==> src/rtl/trap_csr_unit.sv <==
// trap_csr_unit: M-mode trap/CSR unit at the MEM commit point with a registered redirect and flush.
module trap_csr_unit #(
    parameter int XLEN = 32,
    parameter int NUM_IRQ = 4,
    parameter logic [XLEN-1:0] MTVEC_RESET = 32'h0000_0100,
    parameter bit VECTORED_EN = 1'b1
) (
    input  logic            clk,
    input  logic            reset,
    input  logic [NUM_IRQ-1:0] irq_in,
    input  logic            commit_valid,
    input  logic [XLEN-1:0] commit_pc,
    input  logic            exc_valid,
    input  logic [4:0]      exc_cause,
    input  logic [XLEN-1:0] exc_tval,
    input  logic            mret,
    input  logic            csr_en,
    input  logic [1:0]      csr_op,
    input  logic [11:0]     csr_addr,
    input  logic [XLEN-1:0] csr_wdata,
    output logic [XLEN-1:0] csr_rdata,
    output logic            csr_illegal,
    output logic            redirect,
    output logic [XLEN-1:0] redirect_pc,
    output logic            flush,
    output logic            trap_taken,
    output logic            mie_global
);
    typedef enum logic {RUN, REDIRECT} state_t;
    state_t state, state_next;
    logic [NUM_IRQ-1:0] irq_s1, irq_s2, mie_bits, pend;
    logic mstatus_mie, mstatus_mpie, csr_hit;
    logic [XLEN-1:0] mtvec, mepc, mcause, mtval, csr_nv, target;
    logic [4:0] irq_code;
    logic accept, irq_pend, take_exc, take_irq, take_trap, take_mret, do_csr;

    always_comb begin
        csr_rdata = '0;
        csr_hit = 1'b1;
        case (csr_addr)
            12'h300: begin
                csr_rdata[3] = mstatus_mie;
                csr_rdata[7] = mstatus_mpie;
            end
            12'h304: csr_rdata[16 +: NUM_IRQ] = mie_bits;
            12'h305: csr_rdata = mtvec;
            12'h341: csr_rdata = mepc;
            12'h342: csr_rdata = mcause;
            12'h343: csr_rdata = mtval;
            12'h344: csr_rdata[16 +: NUM_IRQ] = irq_s2;
            default: csr_hit = 1'b0;
        endcase
    end

    assign csr_illegal = csr_en && !csr_hit;
    assign csr_nv = (csr_op == 2'b01) ? csr_wdata : (csr_op == 2'b10) ? (csr_rdata | csr_wdata) : (csr_rdata & ~csr_wdata);
    assign pend = irq_s2 & mie_bits;
    assign irq_pend = mstatus_mie && (|pend);

    // Lowest-numbered pending line wins.
    always_comb begin
        irq_code = 5'd16;
        for (int k = NUM_IRQ - 1; k >= 0; k--)
            if (pend[k]) irq_code = 5'(16 + k);
    end

    assign accept = (state == RUN) && commit_valid;
    assign take_exc = accept && exc_valid;
    assign take_irq = accept && !exc_valid && irq_pend;
    assign take_trap = take_exc || take_irq;
    assign take_mret = accept && !take_trap && mret;
    assign do_csr = accept && !take_trap && !mret && csr_en && csr_hit && (csr_op == 2'b01 || (csr_op[1] && |csr_wdata));
    assign target = take_mret ? mepc : {mtvec[XLEN-1:2], 2'b00} + ((take_irq && mtvec[0]) ? XLEN'({irq_code, 2'b00}) : '0);

    always_comb begin
        state_next = (take_trap || take_mret) ? REDIRECT : RUN;
    end

    always_ff @(posedge clk or negedge reset) begin
        if (!reset) begin
            state <= RUN;
            redirect_pc <= '0;
            trap_taken <= 1'b0;
        end else begin
            state <= state_next;
            redirect_pc <= (take_trap || take_mret) ? target : '0;
            trap_taken <= take_trap;
        end
    end

    assign redirect = state == REDIRECT;
    assign flush = redirect;
    assign mie_global = mstatus_mie;

    always_ff @(posedge clk or negedge reset) begin
        if (!reset) begin
            irq_s1 <= '0;
            irq_s2 <= '0;
            mstatus_mie <= 1'b0;
            mstatus_mpie <= 1'b0;
            mie_bits <= '0;
            mtvec <= {MTVEC_RESET[XLEN-1:2], 1'b0, VECTORED_EN && MTVEC_RESET[0]};
            mepc <= '0;
            mcause <= '0;
            mtval <= '0;
        end else begin
            irq_s1 <= irq_in;
            irq_s2 <= irq_s1;
            if (take_trap) begin
                mepc <= commit_pc & ~XLEN'(3);
                mstatus_mpie <= mstatus_mie;
                mstatus_mie <= 1'b0;
                mcause <= take_exc ? {{(XLEN-5){1'b0}}, exc_cause} : {1'b1, {(XLEN-6){1'b0}}, irq_code};
                mtval <= take_exc ? exc_tval : '0;
            end else if (take_mret) begin
                mstatus_mie <= mstatus_mpie;
                mstatus_mpie <= 1'b1;
            end else if (do_csr) begin
                case (csr_addr)
                    12'h300: begin
                        mstatus_mie <= csr_nv[3];
                        mstatus_mpie <= csr_nv[7];
                    end
                    12'h304: mie_bits <= csr_nv[16 +: NUM_IRQ];
                    12'h305: mtvec <= {csr_nv[XLEN-1:2], 1'b0, VECTORED_EN && csr_nv[0]};
                    12'h341: mepc <= csr_nv & ~XLEN'(3);
                    12'h342: mcause <= csr_nv;
                    12'h343: mtval <= csr_nv;
                    default: ;
                endcase
            end
        end
    end
endmodule

==> config.mk <==
export PLATFORM = sky130hd
export DESIGN_NAME = trap_csr_unit
export DESIGN_NICKNAME = d
export VERILOG_FILES = /design/src/rtl/trap_csr_unit.sv
export SDC_FILE = /design/constraint.sdc
export NUM_CORES = 1
export LEC_CHECK = 0
export ABC_CLOCK_PERIOD_IN_PS = 3400
export CORE_AREA = 3 3 145 147
export DETAILED_ROUTE_END_ITERATION = 12
export DIE_AREA = 0 0 148 150
export HOLD_SLACK_MARGIN = 0.12
export PLACE_DENSITY = 0.8
export SLEW_MARGIN = 15
export SYNTH_ARGS = -nofsm -noshare
export SYNTH_HDL_FRONTEND = slang
export SYNTH_SLANG_ARGS = --single-unit
==> constraint.sdc <==
create_clock -name clk -period 3.4 [get_ports clk]
set_input_delay 0.51 -clock clk [delete_from_list [all_inputs] [get_ports clk]]
set_output_delay 0.51 -clock clk [all_outputs]
set_load 0.01 [all_outputs]
==> results by group <==
Global route
  – Vias in the first global route: 10.57k
  – M3 GR Usage: 7.753%
  – GR peak layer: met2
  – Grt total ovfl: 0
  – Gr usage total: 33.23%
  – Met2 usage: 51.40%
  – Antenna violations before repair: 1
  – GR Util met1: 43.80%
  – Largest net degree at the start of global routing: 76
  – First-pass GRT wire length: 57.77 mm

Synthesis
  – Largest family of logic cells by synthesized area: simple AND/OR/NAND/NOR gates
  – Commonest cells post-synth: 194 x nand2_1, 170 x dfrtp_1, 105 x o21ai_0, 68 x nor2_1, 58 x clkbuf_1
  – Simple-Gate Fraction of Synth Area: 21.81%
  – Cell count after synthesis: 1167
  – Yosys reg bits: 171
  – Async SR Flop Fraction: 100.0%
  – Post-synthesis adder-cell area fraction: 0.5510%
  – Distinct cell type count after synthesis: 73
  – Top_reg_cell synth: dfrtp_1
  – Post-synthesis mux area share: 6.815%
  – Seq/Total Area, Yosys: 40.97%
  – Most common cell in the netlist: nand2_1
  – Top cells by area, synth: dfrtp_1 41%, nand2_1 7.0%, o21ai_0 5.0%
  – Yosys top cell area share: 40.72%
  – Mapped cell area: 10450 sq um
  – Biggest area consumer among synthesized cells: dfrtp_1
  – Synth warnings: 0
  – Syn Area/Cell: 8.951 sq um
  – Number of synthesized flops with an enable pin: 0
  – Synth Area in XOR/XNOR: 4.108%
  – Synth Area in Compound Gates: 21.10%

Timing
  – Relative slew margins: 51.28%
  – Unrepaired setup endpoints after global routing: false
  – Fin Hold WS: 0.3495 ns
  – Max-slew violations: 0
  – Worst-case clock skew: 0.01246 ns
  – Final Hold Vio Count: 0
  – Period utilisation layout: 98.06%
  – Peak Freq: 0.2999 GHz
  – Fin Setup TNS: 0 ns
  – Endpoints failing setup: 0
  – Min cycle time layout: 3.334 ns
  – Worst Max-Slew Pin Slew: 0.7273 ns

Drt
  – Pre-Repair DR Iteration Count: 6
  – Routed vias/inst: 6.362
  – DR vias: 10.72k
  – Wire per inst: 22.07 microns
  – DRT Wirelength: 37.19 mm
  – Post-route ant nets: 0
  – Iter 0 DRT Violations: 1365
  – DRC: 0

Place
  – Port-buffer cells: 189
  – Post-DP HPWL: 26.59 mm
  – Cell Area, Placed: 13190 sq um
  – Final Wtd Congestion: 0.9774

Pwr
  – PwrDens: 391.4 nW/um^2
  – Final Total Pwr: 5.448 mW
  – P_leak: 6.035 nW
  – Peak supply drop: 0.3437 mV

Clocking
  – Worst-Skew Late Latency: 0.43 ns
  – Root buf cell: clkbuf_16
  – H-tree Lvls: 4
  – TritonCTS Buffers: 17
  – Clk buf depth: 2
  – CTS Sinks: 171
  – Clock-pin slew on the worst setup and hold paths: 0.07 ns
  – CTS tree: built

Floorplan
  – Die height: 150 microns
  – Die Area: 22200 sq um
  – Core ar.: 20040 sq um
  – Die Span X: 148 microns
  – Ports: 194
  – Initial Util: 52.13%
  – Row count: 52

Setup path
  – CP startpoint: csr_addr[11]
  – CP Data Required Time: 2.89 ns
  – Kind of cell adding the most delay to the critical path: buffers and inverters
  – CP startpoint kind: input port
  – Worst path slowest cell: or4b_4
  – Crit-path cells: clkdlybuf4s50_1 -> or4b_4 -> buf_4 -> nor2_4 -> buf_4 -> o31ai_1 -> inv_1 -> clkdlybuf4s50_1
  – Crit Path Category: input port to output pin
  – Crit Path Max Fanout: 9
  – Crit path buf inv count: 5
  – R2R Path Start: flush$_DFF_PN0_
  – CP peak stage delay: 0.58 ns
  – Arrival @ worst endpoint: 2.82 ns
  – CP endpoint kind: output pin
  – R2R Setup Slk: 0.34 ns

Hold path
  – Worst Hold Class: flop to flop
  – Hold path startpoint: irq_s1[1]$_DFF_PN0_

Final layout
  – Cell area after layout: 13920 sq um
  – Fill cells: 1551
  – Layout cells sized above 1: 15.56%
  – Area growth syn-to-layout: 33.23%
  – NumNets Final: 1530

Flow run
  – Max_cap viols: 0

Run status
  – Status: finished clean
-- flip-flops by register name, indices dropped and copies added, names as in the netlist --
| name | cells |
|---|---|
| flush | 1 |
| mtval | 32 |
| redirect_pc | 30 |
| mie_global | 1 |
| mcause | 32 |
| mie_bits | 4 |
| mepc | 30 |
| irq_s2 | 4 |
| mtvec | 31 |
| irq_s1 | 4 |
| mstatus_mpie | 1 |
| trap_taken | 1 |
-- stage by stage --
stage	utilization [%]	setup WS [ns]	instances
after floorplan	-	0.2084	1168
after global placement	65.83	-0.2805	1648
after detailed placement	65.83	-0.3478	1648
after CTS	69.39	0.04635	1684
after global routing	69.45	0.004003	1685
final	69.45	0.06609	1685
-- cells in the final DEF, fill, tap and decap left out, drive strengths merged, types with 5 or more instances in the layout --
master	count
nor2b	6
nand4	13
dlygate4sd2	24
clkbuf	17
xnor2	37
nand2b	12
a221o	7
o21ai	108
a21oi	43
xor2	12
nand2	194
a221oi	10
buf	120
nor3	10
and2	5
mux2	25
o31ai	5
or4	5
nand3	46
a22o	26
o211ai	28
a21o	14
inv	18
and3	8
nand3b	16
nor2	69
mux2i	43
a22oi	19
a211o	11
nor3b	20
bufinv	5
clkdlybuf4s50	162
nor4	22
dfrtp	170
a31oi	25
o2bb2ai	6
-- routing by layer --
metal,up-vias,part of all wire [%]
met5,-,0
met4,0,5.5
met3,170,12
met2,804,45
met1,5039,38
li1,4707,-
-- power breakdown --
group          switching (mW)  total, mW  internal, mW
registers               0.132       2.34          2.21
logic                   0.473      0.904         0.431
clock network           0.876       2.20          1.32
total                    1.48       5.45          3.97
-- cells by family after synthesis --
| logic type | count (synthesis) |
|---|---|
| and+or+nand+nor | 444 |
| adders and majority gates | 4 |
| other | 1 |
| xor gates and xnor gates | 49 |
| muxes | 68 |
| buffers and inverters | 105 |
| AOI/OAI and AO/OA | 325 |
| DFF | 171 |
-- worst paths after layout --
check,cells after the start,endpoint
max,8,csr_rdata[19]
min,0,irq_s2[1]$_DFF_PN0_
min in group asynchronous,2,redirect_pc[29]$_DFF_PN0_
max in group asynchronous,3,mcause[13]$_DFFE_PN0P_
max reg2reg,12,redirect_pc[30]$_DFF_PN0_
min reg2reg,0,irq_s2[1]$_DFF_PN0_
-- area by class of cell --
type	count	area (sq um)	area share [%]
Antenna cell	1	2.502	0.01798
Clock buffer	17	425.4	3.057
Clock inverter	15	234.0	1.681
Inverter	12	45.04	0.3237
Multi-Input combinational cell	892	5743	41.27
Sequential cell	171	4280	30.76
Tap cell	270	337.8	2.427
Timing Repair Buffer	307	2849	20.47
-- repair_timing --
item,CTS,global route
resized for setup,33,2
hold buffers,1,0
hold endpoints to repair,35,0
pin swaps,0,0
endpoints found under the setup margin,29,22
setup buffers,3,0
(Power assumes the default switching activity.)
